==> config.mk <==
export PLATFORM = sky130hd
export DESIGN_NAME = store_monitor
export DESIGN_NICKNAME = d
export VERILOG_FILES = /design/src/rtl/store_monitor.sv
export SDC_FILE = /design/constraint.sdc
export NUM_CORES = 1
export LEC_CHECK = 0
export CAP_MARGIN = 20
export CORE_MARGIN = 2
export CORE_UTILIZATION = 38
export CTS_CLUSTER_SIZE = 25
export DETAILED_ROUTE_END_ITERATION = 10
export SYNTH_ARGS = -nofsm -noshare
export SYNTH_HDL_FRONTEND = slang
export SYNTH_SLANG_ARGS = --single-unit
==> constraint.sdc <==
create_clock -name clk -period 9.3 [get_ports clk]
set_input_delay 1.86 -clock clk [delete_from_list [all_inputs] [get_ports clk]]
set_output_delay 1.86 -clock clk [all_outputs]
set_load 0.02 [all_outputs]
==> src/rtl/store_monitor.sv <==
// Pass/fail monitor on the CPU data-store port: classifies stores, detects
// timeout, and keeps a circular trace of the most recent stores.
module store_monitor #(
  parameter logic [31:0] PASS_ADR    = 32'd84,
  parameter logic [31:0] PASS_DATA   = 32'd7,
  parameter logic [31:0] OK_LO       = 32'd80,
  parameter logic [31:0] OK_HI       = 32'd80,
  parameter int unsigned TIMEOUT_CYC = 1000,
  parameter int unsigned DEPTH       = 8,
  parameter int unsigned CW          = 16,
  localparam int unsigned AW         = $clog2(DEPTH)
) (
  input  logic          clk,
  input  logic          reset,
  input  logic          memwrite,
  input  logic [31:0]   dataadr,
  input  logic [31:0]   writedata,
  output logic          done,
  output logic          pass,
  output logic          fail,
  output logic          timeout,
  output logic [CW-1:0] wr_count,
  output logic [31:0]   bad_adr,
  output logic [31:0]   bad_data,
  input  logic [AW-1:0] trace_idx,
  output logic          trace_valid,
  output logic [31:0]   trace_adr,
  output logic [31:0]   trace_data
);

  typedef enum logic [1:0] {ST_RUN, ST_PASS, ST_FAIL, ST_TIMEOUT} state_t;

  state_t        state;
  state_t        state_next;
  logic          accept;
  logic          capture;
  logic          cyc_last;
  logic [CW-1:0] cyc;
  logic [AW-1:0] wptr;
  logic [AW:0]   fill;
  logic [AW-1:0] rd_ptr;
  logic [31:0]   trace_adr_mem  [DEPTH];
  logic [31:0]   trace_data_mem [DEPTH];

  // State register
  always_ff @(posedge clk) begin
    if (reset) state <= ST_RUN;
    else       state <= state_next;
  end

  // Store classification and timeout decision; terminal states hold
  always_comb begin
    state_next = state;
    accept     = 1'b0;
    capture    = 1'b0;
    cyc_last   = (cyc == CW'(TIMEOUT_CYC - 1));
    if (state == ST_RUN) begin
      if (memwrite) begin
        accept = 1'b1;
        if (dataadr == PASS_ADR && writedata == PASS_DATA) begin
          state_next = ST_PASS;
        end else if (dataadr == PASS_ADR) begin
          state_next = ST_FAIL;
          capture    = 1'b1;
        end else if (dataadr < OK_LO || dataadr > OK_HI) begin
          state_next = ST_FAIL;
          capture    = 1'b1;
        end else if (cyc_last) begin
          state_next = ST_TIMEOUT;
        end
      end else if (cyc_last) begin
        state_next = ST_TIMEOUT;
      end
    end
  end

  // Counters, trace bookkeeping, failure capture and registered flags
  always_ff @(posedge clk) begin
    if (reset) begin
      cyc      <= '0;
      wr_count <= '0;
      wptr     <= '0;
      fill     <= '0;
      bad_adr  <= '0;
      bad_data <= '0;
      done     <= 1'b0;
      pass     <= 1'b0;
      fail     <= 1'b0;
      timeout  <= 1'b0;
    end else begin
      if (state == ST_RUN) cyc <= cyc + CW'(1);
      if (accept) begin
        if (wr_count != '1) wr_count <= wr_count + CW'(1);
        wptr <= wptr + AW'(1);
        if (fill != (AW+1)'(DEPTH)) fill <= fill + (AW+1)'(1);
      end
      if (capture) begin
        bad_adr  <= dataadr;
        bad_data <= writedata;
      end
      done    <= (state_next != ST_RUN);
      pass    <= (state_next == ST_PASS);
      fail    <= (state_next == ST_FAIL);
      timeout <= (state_next == ST_TIMEOUT);
    end
  end

  // Trace storage; contents survive reset, validity comes from fill
  always_ff @(posedge clk) begin
    if (!reset && accept) begin
      trace_adr_mem[wptr]  <= dataadr;
      trace_data_mem[wptr] <= writedata;
    end
  end

  // Combinational trace read, newest entry at index 0
  always_comb begin
    rd_ptr      = wptr - AW'(1) - trace_idx;
    trace_valid = ({1'b0, trace_idx} < fill);
    trace_adr   = trace_valid ? trace_adr_mem[rd_ptr]  : 32'd0;
    trace_data  = trace_valid ? trace_data_mem[rd_ptr] : 32'd0;
  end

endmodule

======== After elaboration in Yosys (flattened, before gate mapping) ========
Memories as Yosys holds them, arrays and structs flattened.
Index checks and enable logic that the tools add are counted.
word-level totals
  bits in registers ....................... 109
  bits in writable memories ............... 512
  input port bits ......................... 70
  output and inout port bits .............. 149
  logic and storage cells ................. 55
  memories kept ........................... 2
cells by class
  add/subtract/negate cells ............... 6
  magnitude comparators ................... 3
  equal/unequal tests ..................... 8
  mux-type cells .......................... 17
  reduce and logical (&&, ||, !) cells .... 8
memories
  memory          depth  width  rd ports  clocked after memory_dff  wr ports  line  RTL
  trace_adr_mem   8      32     1         0                         1         42    logic [31:0] trace_adr_mem [DEPTH];
  trace_data_mem  8      32     1         0                         1         43    logic [31:0] trace_data_mem [DEPTH];
operators with widths
  kind                                                                              count
  32-bit 2-to-1 mux                                                                 2
  16-bit by 1-bit adder with 16-bit output, second input constant                   2
  32-bit by 3-bit == test with 1-bit output, second input constant                  1
  32-bit by 7-bit == test with 1-bit output, second input constant                  1
  32-bit by 7-bit greater-than comparator with 1-bit output, second input constant  1
  32-bit by 7-bit < comparator with 1-bit output, second input constant             1
  16-bit by 10-bit == test with 1-bit output, second input constant                 1
  16-bit inequality test, second input constant                                     1
  2-bit 2-to-1 mux                                                                  6
  1-bit 2-to-1 mux                                                                  9
  4-bit by 1-bit adder with 4-bit output, second input constant                     1
  2-bit == test, second input constant                                              2
  3-bit by 4-bit < comparator with 1-bit output                                     1
  4-bit inequality test, second input constant                                      1
  2-bit AND reduction                                                               2
  3-bit by 1-bit adder with 3-bit output, second input constant                     1
  3-bit by 1-bit subtractor with 3-bit output, second input constant                1
  3-bit subtractor                                                                  1
  2-bit by 1-bit == test with 1-bit output, second input constant                   1
  1-bit logical AND                                                                 2
  2-bit zero test                                                                   1
  2-bit nonzero test                                                                1
  1-bit zero test                                                                   1
  1-bit logical OR                                                                  1

======== Depth between registers and ports, before layout ========
  depth in word-level cells ............... 8
  gate-level depth with buffers ........... 9

======== Worst setup path before layout ========
OpenSTA, ideal clock, no wires.
  path type ............................... input -> register
  start ................................... input port reset
  end ..................................... memory trace_adr_mem[2][0] (enable)
  arrival time ............................ 8253 ps
  required time ........................... 8656 ps
  slack ................................... 403 ps
  stages .................................. 3
  cell sequence ........................... clkbuf_1 nand2b_1 nor4_1
on the way
  cells in the longest elaborated chain, start to end .. 4
ends and longest elaborated chain
  element                                 line  RTL
  start: declaration                      14    input logic reset,
  1-bit zero test                         110   if (!reset && accept) begin
  1-bit logical AND                       110
  1-bit 2-to-1 mux                        110
  1-bit 2-to-1 mux (not written as such)  111   trace_adr_mem[wptr] <= dataadr;
  end: declaration                        42
Every way passes these cells.

======== Final worst setup path ========
  start ................................... input port trace_idx[0]
  end ..................................... output port trace_adr[30]
on the way
  cells in the longest elaborated chain, start to end .. 3
  elaborated cells on any way between the ends .. 4
ends and longest elaborated chain
  element                 line  RTL
  start: declaration      25    input logic [AW-1:0] trace_idx,
  3-bit subtractor        118   rd_ptr = wptr - AW'(1) - trace_idx;
  memory read 8 x 32 bit  -
  32-bit 2-to-1 mux *     120   trace_adr = trace_valid ? trace_adr_mem[rd_ptr] : 32'd0;
  end: declaration        27    output logic [31:0] trace_adr,
Every way passes the cells marked *; elsewhere a longest branch is shown, timed or not.

==> results_dict.tcl <==
set metrics [dict create \
    initial_core_util_pct 38.3 \
    worst_setup_path_start_kind "input pin" \
    hold_violations 0 \
    synth_top_family_by_area "multiplexers" \
    reg2reg_depth 5 \
    cts_root_buffer "clkbuf_16" \
    criticalPathCategory "in -> out" \
    internal_power_mw 5.04 \
    wire_per_inst_um 22.5 \
    max_freq_mhz 132 \
    relSlewSlack_pct 23.4 \
    ys_seq_elements 621 \
    diodes 0 \
    die_x_um 259 \
    gp_congestion 0.731 \
    tns_ns 0 \
    rrSetupSlack_ns 5.84 \
    place_hpwl_um 33800 \
    clk_latency_ns 0.60 \
    crit_path_end_kind "output port" \
    yosys-top-cells-area "edfxtp_1 (62%), mux4_2 (12%), dfxtp_1 (8.9%)" \
    ant_nets 0 \
    num_vias 13420 \
    power_frac_comb_pct 12.3 \
    synth-edff-count 512 \
    clock_skew_ns 0.0241 \
    startpoint "trace_idx[0]" \
    outcome "completed" \
    die_y_um 259 \
    p_leak_nw 9.79 \
    fin_crit_sh_pct 81.5 \
    final_layout_size_suffix_gt1_share_pct 15.7 \
    first_iter_violations 965 \
    cts_buffer_depth 3 \
    synth-adder-area-share_pct 0.487 \
    yosysSeqAreaShare_pct 71.2 \
    drc 0 \
    rsz0062_at_grt "false" \
    cts_sinks 621 \
    p_total_mw 6.56 \
    period_needed_ns 7.58 \
    antenna_found_initial 0 \
    synth_flop_cell "edfxtp_1" \
    ys_warn_count 0 \
    worstPathRequired_ns 7.44 \
    endpoint "trace_adr[30]" \
    worstMarginPinSlew_ns 1.15 \
    viasPerCell 5.16 \
    routed_wl_um 58600 \
    sw_frac_of_total_pct 23.1 \
    p_sw_mw 1.52 \
    grt_max_degree 101 \
    overflow 0 \
    grt_usage_pct 17.6 \
    io-pin-count 219 \
    dr.pass1.iters 5 \
    clockPowerShare_pct 40.8 \
    cts_resized 0 \
    synth_compound_area_share_pct 1.95 \
    synth_mux_area_share_pct 14.3 \
    hold_class "reg -> reg" \
    io_buffers 218 \
    cts_tree "yes" \
    synth_top_area_cell "edfxtp_1" \
    min_from "bad_data[2]$_SDFFE_PP0P_" \
    htree_levels 3 \
    fin_nets 1776 \
    netlist_instances 1461 \
    synthSimpleGateAreaFrac_pct 8.97 \
    cts_buffers 68 \
    synth_top_area_share_pct 62.4 \
    synth_cell_types 49 \
    p_per_area_nw_per_um2 218 \
    cap_violations 0 \
    async_flop_share_pct 0 \
    synth_area_per_cell_um2 16.9 \
    grt_pass1_vias 13918 \
    n_fill_cell 5454 \
    cp.arrival_ns 5.72 \
    vdd_drop_max_uv 134 \
    syn2layout_area_growth_pct 22.3 \
    clk_pin_slew_worst_paths_ns 0.06 \
    grt_pass1_wl_um 87900 \
    r2r_start "state[1]$_SDFF_PP0_" \
    synth_area_um2 24600 \
    synth_xor_area_share_pct 1.27 \
    rows 93 \
    seq_power_share_pct 47.0 \
    rr_endpoint "bad_adr[29]$_SDFFE_PP0P_" \
    crit_fanout 44 \
    cts_hold_buffers 0 \
    setup_viol 0 \
    fp.dieArea_um2 66900 \
    synth_nets 1540 \
    core-area_um2 64300 \
    finalMaxSlewViolations 0 \
    postCtsSetupBuffers 0 \
]
power groups by stage:
stage	Clock [mW]	Sequential, mW	Combinational [mW]
after floorplan	0	3.17	0.469
after global placement	0	3.14	0.821
after detailed placement	0	3.14	0.823
after CTS	2.74	3.08	0.825
after global routing	2.84	3.09	0.869
final	2.67	3.08	0.805
area by class of cell:
| class | count | area [um2] | area share, % |
|---|---|---|---|
| inverters | 14 | 52.6 | 0.174 |
| repair buffers | 246 | 2500 | 8.28 |
| clock buffers | 92 | 1930 | 6.39 |
| clock inverters | 28 | 299 | 0.992 |
| flip-flops and latches | 621 | 17600 | 58.2 |
| multi-input cells | 746 | 6750 | 22.4 |
| well taps | 855 | 1070 | 3.55 |
registers in the layout (all words and copies together), names as in the netlist:
register	count
bad_adr	32
bad_data	32
cyc	16
done	1
fail	1
fill	4
pass	1
state	2
timeout	1
trace_adr_mem	256
trace_data_mem	256
wptr	3
wr_count	16
synthesized netlist by cell type (14+ instances only):
master,count
or2b_1,34
a21oi_1,74
buf_2,19
clkbuf_1,50
nor3_1,18
inv_1,14
edfxtp_1,512
mux2i_1,63
nand2b_1,95
xnor2_1,28
nor2_1,44
nor4_1,22
dfxtp_1,109
nand2_1,151
mux4_2,128
how the worst min path moves through the flow:
| stage | end | slack (ns) | depth (start not counted) |
|---|---|---|---|
| global placement | bad_adr[9]$_SDFFE_PP0P_ | 0.46 | 2 |
| global route | bad_adr[27]$_SDFFE_PP0P_ | 0.50 | 2 |
| CTS | bad_data[3]$_SDFFE_PP0P_ | 0.47 | 2 |
| floorplan | cyc[9]$_SDFFE_PP0N_ | 0.45 | 2 |
| finish | bad_data[2]$_SDFFE_PP0P_ | 0.47 | 2 |
| detailed placement | bad_data[3]$_SDFFE_PP0P_ | 0.46 | 2 |
critical path, stage by stage:
cell and delay [ns]:
clkdlybuf4s50_1 0.40, inv_1 0.11, ha_4 0.13, inv_1 0.04, fa_4 0.42, xnor2_1 0.50, xor2_4 0.72, buf_12 0.35
nand2_1 0.08, a21oi_1 0.37, clkdlybuf4s50_1 0.68
cells in the final DEF (no fill, tap or decap), types with 4 or more instances in the layout:
cell / synthesis / final
xor2_1: 6 / 6
nand4_1: 13 / 13
clkinv_1: 0 / 9
edfxtp_1: 512 / 512
bufinv_16: 0 / 6
clkinv_2: 0 / 6
clkinvlp_4: 0 / 5
nand2b_1: 95 / 95
nor4_1: 22 / 21
buf_4: 0 / 21
o21ai_0: 8 / 8
clkbuf_8: 0 / 5
or3_1: 5 / 5
ha_1: 8 / 7
nand2_1: 151 / 151
or2b_1: 34 / 34
nor3_2: 0 / 4
dfxtp_1: 109 / 109
mux4_2: 128 / 128
mux2i_1: 63 / 63
inv_1: 14 / 14
clkdlybuf4s50_1: 0 / 217
clkbuf_16: 0 / 72
xnor2_1: 28 / 27
nor2_1: 44 / 41
buf_12: 0 / 5
clkbuf_1: 50 / 15
nor3_1: 18 / 14
and4_1: 5 / 5
nand3_1: 11 / 11
a21oi_1: 74 / 73
through the flow:
step	hold slack, ns	setup WS, ns	area, um2	utilization [%]	instances
floorplan	0.454	0.403	24600	-	1461
detailed placement	0.461	1.71	27900	43.3	2480
global placement	0.458	1.73	27800	43.3	2478
CTS	0.475	1.70	30100	46.8	2600
finish	0.473	1.72	30200	46.9	2602
global route	0.496	1.49	30200	46.9	2602
metal layers:
layer | vias to the layer above | global-route usage [%] | share of wire [%]
li1 | 6058 | - | -
met1 | 6979 | 25.0 | 46
met2 | 302 | 28.0 | 48
met3 | 81 | 3.47 | 4.3
met4 | 0 | 4.45 | 1.9
met5 | - | 0 | 0
cell families (layout without fill, tap and decap cells):
family,count (synthesis),after routing
fa+ha+maj,9,9
xor+xnor,35,35
simple gates,420,420
compound gates,91,91
flops,621,621
buf+inv,94,380
mux,191,191
(Power assumes the default switching activity.)
